===== config.mk =====
export PLATFORM = sky130hd
export DESIGN_NAME = cache_arbiter
export DESIGN_NICKNAME = d
export VERILOG_FILES = /design/src/rtl/cache_arbiter.sv
export SDC_FILE = /design/constraint.sdc
export NUM_CORES = 1
export LEC_CHECK = 0
export CORE_AREA = 2 2 320 322
export DETAILED_ROUTE_END_ITERATION = 7
export DIE_AREA = 0 0 322 324
export GPL_TIMING_DRIVEN = 0
export MAX_ROUTING_LAYER = met4
export PLACE_DENSITY = 0.31
export RECOVER_POWER = 50
export SETUP_SLACK_MARGIN = 0.1
export SYNTH_ARGS = -nofsm -noshare
export SYNTH_HDL_FRONTEND = slang
export SYNTH_SLANG_ARGS = --single-unit
export TNS_END_PERCENT = 1

===== constraint.sdc =====
create_clock -name clk -period 1.9 [get_ports clk]
set_input_delay 0.38 -clock clk [delete_from_list [all_inputs] [get_ports clk]]
set_output_delay 0.38 -clock clk [all_outputs]
set_load 0.02 [all_outputs]

===== src/rtl/cache_arbiter.sv =====
// cache_arbiter: shares the single L2 port between the L1 I-cache and the
// L1 D-cache. One whole line transaction is granted at a time, and resp/rdata
// are routed back to the granted requester only.
// Contention is resolved round-robin by default. Define ARB_FIXED_DPRIO_EN to
// make the D-cache always win ties; the last_grant register then disappears.

module cache_arbiter #(
  parameter int ADDR_W = 16,
  parameter int LINE_W = 128
) (
  input  logic              clk,
  input  logic              rst_n,

  input  logic [ADDR_W-1:0] i_pmem_address,
  input  logic              i_pmem_read,
  input  logic              i_pmem_write,
  input  logic [LINE_W-1:0] i_pmem_wdata,
  output logic [LINE_W-1:0] i_pmem_rdata,
  output logic              i_pmem_resp,

  input  logic [ADDR_W-1:0] d_pmem_address,
  input  logic              d_pmem_read,
  input  logic              d_pmem_write,
  input  logic [LINE_W-1:0] d_pmem_wdata,
  output logic [LINE_W-1:0] d_pmem_rdata,
  output logic              d_pmem_resp,

  output logic [ADDR_W-1:0] l2_address,
  output logic              l2_read,
  output logic              l2_write,
  output logic [LINE_W-1:0] l2_wdata,
  input  logic [LINE_W-1:0] l2_rdata,
  input  logic              l2_resp,

  output logic [1:0]        arb_grant
);

  typedef enum logic [1:0] {
    IDLE    = 2'd0,
    SERVE_I = 2'd1,
    SERVE_D = 2'd2
  } state_t;

  state_t state;
  state_t next_state;

  logic req_i;
  logic req_d;
  logic d_wins_tie;

  assign req_i = i_pmem_read | i_pmem_write;
  assign req_d = d_pmem_read | d_pmem_write;

`ifdef ARB_FIXED_DPRIO_EN
  assign d_wins_tie = 1'b1;
`else
  // last_grant: 0 = I-cache served last, 1 = D-cache served last.
  logic last_grant;

  // Remember who completed the most recent transaction so the other side wins the next tie.
  always_ff @(posedge clk or negedge rst_n) begin
    if (!rst_n) begin
      last_grant <= 1'b0;
    end else if (l2_resp && (state == SERVE_I)) begin
      last_grant <= 1'b0;
    end else if (l2_resp && (state == SERVE_D)) begin
      last_grant <= 1'b1;
    end
  end

  assign d_wins_tie = ~last_grant;
`endif

  // State register; reset abandons any in-flight transaction.
  always_ff @(posedge clk or negedge rst_n) begin
    if (!rst_n) begin
      state <= IDLE;
    end else begin
      state <= next_state;
    end
  end

  // Next-state: grant from IDLE, return to IDLE on completion or when the owner withdraws.
  always_comb begin
    next_state = state;
    case (state)
      IDLE: begin
        if (req_i && req_d) begin
          next_state = d_wins_tie ? SERVE_D : SERVE_I;
        end else if (req_i) begin
          next_state = SERVE_I;
        end else if (req_d) begin
          next_state = SERVE_D;
        end
      end
      SERVE_I: begin
        if (l2_resp || !req_i) begin
          next_state = IDLE;
        end
      end
      SERVE_D: begin
        if (l2_resp || !req_d) begin
          next_state = IDLE;
        end
      end
      default: begin
        next_state = IDLE;
      end
    endcase
  end

  // Outputs: pass the owner's live request to L2 and forward the L2 response only to the owner.
  always_comb begin
    l2_address   = '0;
    l2_read      = 1'b0;
    l2_write     = 1'b0;
    l2_wdata     = '0;
    i_pmem_resp  = 1'b0;
    i_pmem_rdata = '0;
    d_pmem_resp  = 1'b0;
    d_pmem_rdata = '0;
    arb_grant    = 2'b00;
    case (state)
      SERVE_I: begin
        arb_grant   = 2'b01;
        l2_address  = i_pmem_address;
        l2_write    = i_pmem_write;
        l2_read     = i_pmem_read & ~i_pmem_write;
        l2_wdata    = i_pmem_wdata;
        i_pmem_resp = l2_resp;
        if (l2_resp) begin
          i_pmem_rdata = l2_rdata;
        end
      end
      SERVE_D: begin
        arb_grant   = 2'b10;
        l2_address  = d_pmem_address;
        l2_write    = d_pmem_write;
        l2_read     = d_pmem_read & ~d_pmem_write;
        l2_wdata    = d_pmem_wdata;
        d_pmem_resp = l2_resp;
        if (l2_resp) begin
          d_pmem_rdata = l2_rdata;
        end
      end
      default: begin
      end
    endcase
  end

endmodule


==> summary.md <==
| Metric | Value |
|---|---|
| Slew @ Worst Pin | `0.551 ns` |
| WHS | `0.426 ns` |
| Synth top area share | `37.2%` |
| Via/cell ratio | `~3.2` |
| Worst-case vdd ir drop | `0.000392 V` |
| PortBufs | `between 800 and 900` |
| Post-synth EDFFs | `0` |
| Hold Vio Cnt, Final | `0` |
| Clk slew on worst S/H paths | `around 0.03 ns` |
| WS Path Type | `reg2out` |
| Initial Util | `4.26%` |
| CTS root buf | `clkbuf_16` |
| Core Area | `0.101 mm2` |
| Main area contributors after synthesis | `and3_1, a22oi_1, nor2b_1` |
| CTS tree | `yes` |
| Worst Path Max Fanout | `10` |
| Static leakage power | `6.59 nW` |
| DR DRC count | `0` |
| Std-Cell Rows | `between 100 and 150` |
| PD cells | `990 mW/mm2` |
| Vias in the first global route | `9722` |
| Min-Delay Path Class | `in2async` |
| Die Y | `between 300 and 400 um` |
| Failing checks | `negative setup slack` |
| Maximum clock path buffer count | `2` |
| Final Non-Filler Cells | `2839` |
| Async set-reset flop share out of synthesis | `100%` |
| Pre-Repair DR Iteration Count | `5` |
| Global Route Usage Sum | `a little under an eighth` |
| HPWL after DPL | `around 55000 um` |
| RSZ-0062 raised after global routing | `yes` |
| Final Wtd Congestion | `0.872` |
| Largest net degree at the start of global routing | `11` |
| Synth area leader | `and3_1` |
| Clock Sink Count | `3` |
| Post-Route WL | `63200 um` |
| Synth Warn # | `0` |
| Period utilization | `123%` |
| Fmax achieved | `426 MHz` |
| Seq cells post-synth | `3` |
| Initial antenna violation count | `18` |
| I/O Pins | `between 800 and 900` |
| Chip Width | `322 um` |
| Pins Over Slew Limit | `0` |
| Worst-Skew Late Latency | `0.23 ns` |
| Post-Syn Nets | `about 1100` |
| Final Worst Setup Slack | `-0.446 ns` |
| Total CTS buffers | `3` |
| CP Capture Type | `primary output` |
| Slew HR | `around 63%` |
| DR WL/cell | `22.3 um` |
| Arrival @ worst endpoint | `1.97 ns` |
| Max H-tree Level | `1` |
| Total number of vias | `~9200` |
| CP startpoint kind | `register` |
| Mapped Cells | `679` |
| Data required, critical path | `1.52 ns` |
| Area of the mapped netlist | `0.00431 mm2` |
| Total global routing overflow | `0` |
| Max Cap Viol | `0` |
| Final #Nets | `1945` |
| Die area | `0.104 mm2` |
| Final setup viols | `405` |
| Starting DRC count in detailed routing | `about 420` |
| Fill cells | `11669` |
| Hold_buf cts | `0` |
| P&R area growth vs syn | `238%` |
| Avg Cell Area, Syn | `between 6 and 7 um2` |
| Remaining antenna violation count | `0` |
| Clock skew | `0.000623 ns` |
| Unique cell type count in the Yosys netlist | `20` |
| Layout cells sized above 1 | `35.8%` |
| Placed instance count | `~2800` |
| Ys flop type | `dfrtp_1` |
| Minimum clock period | `about 2.3 ns` |
| Outcome | `finished with violations` |
| First-pass GRT wire length | `80200 um` |
| Seq/Total Area, Yosys | `1.74%` |
[metal layers]
| metal | vias up | GRT usage [%] | wire length [um] |
|---|---|---|---|
| met4 | 0 | 2.66 | 1380 |
| met5 | - | - | 0 |
| met2 | 542 | 18.8 | 30100 |
| met1 | 4391 | 13.3 | 26200 |
| met3 | 53 | 4.02 | 5580 |
| li1 | 4201 | - | - |
[sequential cells by signal, summed over array words and instances (netlist names)]
name	flops
state	2
last_grant	1
[final timing paths]
| check | startpoint | endpoint | slack (ns) | cells after the start |
|---|---|---|---|---|
| min | rst_n | state[1]$_DFFE_PN0P_ | 0.43 | 1 |
| min in group clk | last_grant$_DFFE_PN0P_ | last_grant$_DFFE_PN0P_ | 0.55 | 2 |
| min reg2reg | last_grant$_DFFE_PN0P_ | last_grant$_DFFE_PN0P_ | 0.55 | 2 |
| max in group asynchronous | rst_n | state[0]$_DFFE_PN0P_ | 1.31 | 1 |
| max | state[1]$_DFFE_PN0P_ | l2_wdata[101] | -0.45 | 6 |
| max reg2reg | state[0]$_DFFE_PN0P_ | state[0]$_DFFE_PN0P_ | 0.37 | 5 |
[power breakdown]
part	switching, mW	leakage (nW)	internal, mW
clock network	0.0534	0.0382	0.276
registers	0.0281	0.0372	0.0938
logic	7.72	6.51	6.27
[cell type report]
cell class	count	area, um2	share of cell area (%)
Antenna cell	14	35.0	0.240
Buffer	105	1120	7.67
Clock buffer	4	78.8	0.541
Inverter	2	7.51	0.0515
Multi-Input combinational cell	569	4090	28.0
Sequential cell	3	75.1	0.515
Tap cell	1309	1640	11.2
Timing Repair Buffer	833	7540	51.7
[worst max-delay path: stages, from the launching register on]
cell and delay [ns]:
dfrtp_1 0.40, inv_2 0.09, ha_1 0.36, buf_6 0.17, clkbuf_8 0.18, nor2b_1 0.23
clkdlybuf4s15_2 0.30
[cells by family (layout without fill, tap and decap cells)]
| family | after synthesis | after routing | synth area share, % |
|---|---|---|---|
| and+or+nand+nor | 413 | 413 | 59.8 |
| AOI/OAI and AO/OA | 149 | 149 | 26.0 |
| muxes | 2 | 2 | 0.465 |
| buffers and inverters | 107 | 944 | 10.6 |
| adders and majority gates | 5 | 5 | 1.45 |
| DFF | 3 | 3 | 1.74 |
| other | 0 | 14 | 0 |
[cell usage after synthesis, types with 3 or more instances]
master	n
and3_1	256
a22oi_1	145
nor2b_1	145
clkbuf_1	60
buf_2	40
ha_1	5
buf_1	4
and2_1	3
dfrtp_1	3
nor2_1	3
[placed cells by master, fill, tap and decap left out, drive strengths merged]
master	n
dlygate4sd2	36
o21ai	1
ha	5
clkdlybuf4s50	421
dlymetal6s2s	1
o22ai	1
a22oi	145
nand2	2
clkdlybuf4s18	1
bufbuf	1
mux2i	2
dlygate4sd3	1
inv	2
nor2b	145
clkbuf	161
buf	274
clkdlybuf4s15	46
o221ai	1
a311o	1
nor3b	2
dfrtp	3
nor2	5
and2	3
diode	14
and3	256
[through the flow]
step                      total power [mW]  TNS (ns)  util, %  area [um2]  setup WS [ns]
final                                 14.4   -107.48     14.4       14600         -0.446
after floorplan                       6.30    -23.77        -        4350         -0.108
after global placement                13.2   -592.12     14.1       14300          -2.03
after detailed placement              13.2   -598.19     14.1       14300          -2.01
after CTS                             14.3   -178.81     14.8       14900         -0.542
after global routing                  15.4   -146.23     14.4       14600         -0.526
[timing repair]
item	in CTS	in global routing
pin swaps	0	2
resized for setup	1110	877
setup endpoints to repair	407	406
buffers inserted	2	1
cloned	3	0
Power figures use the tool's default switching activity.
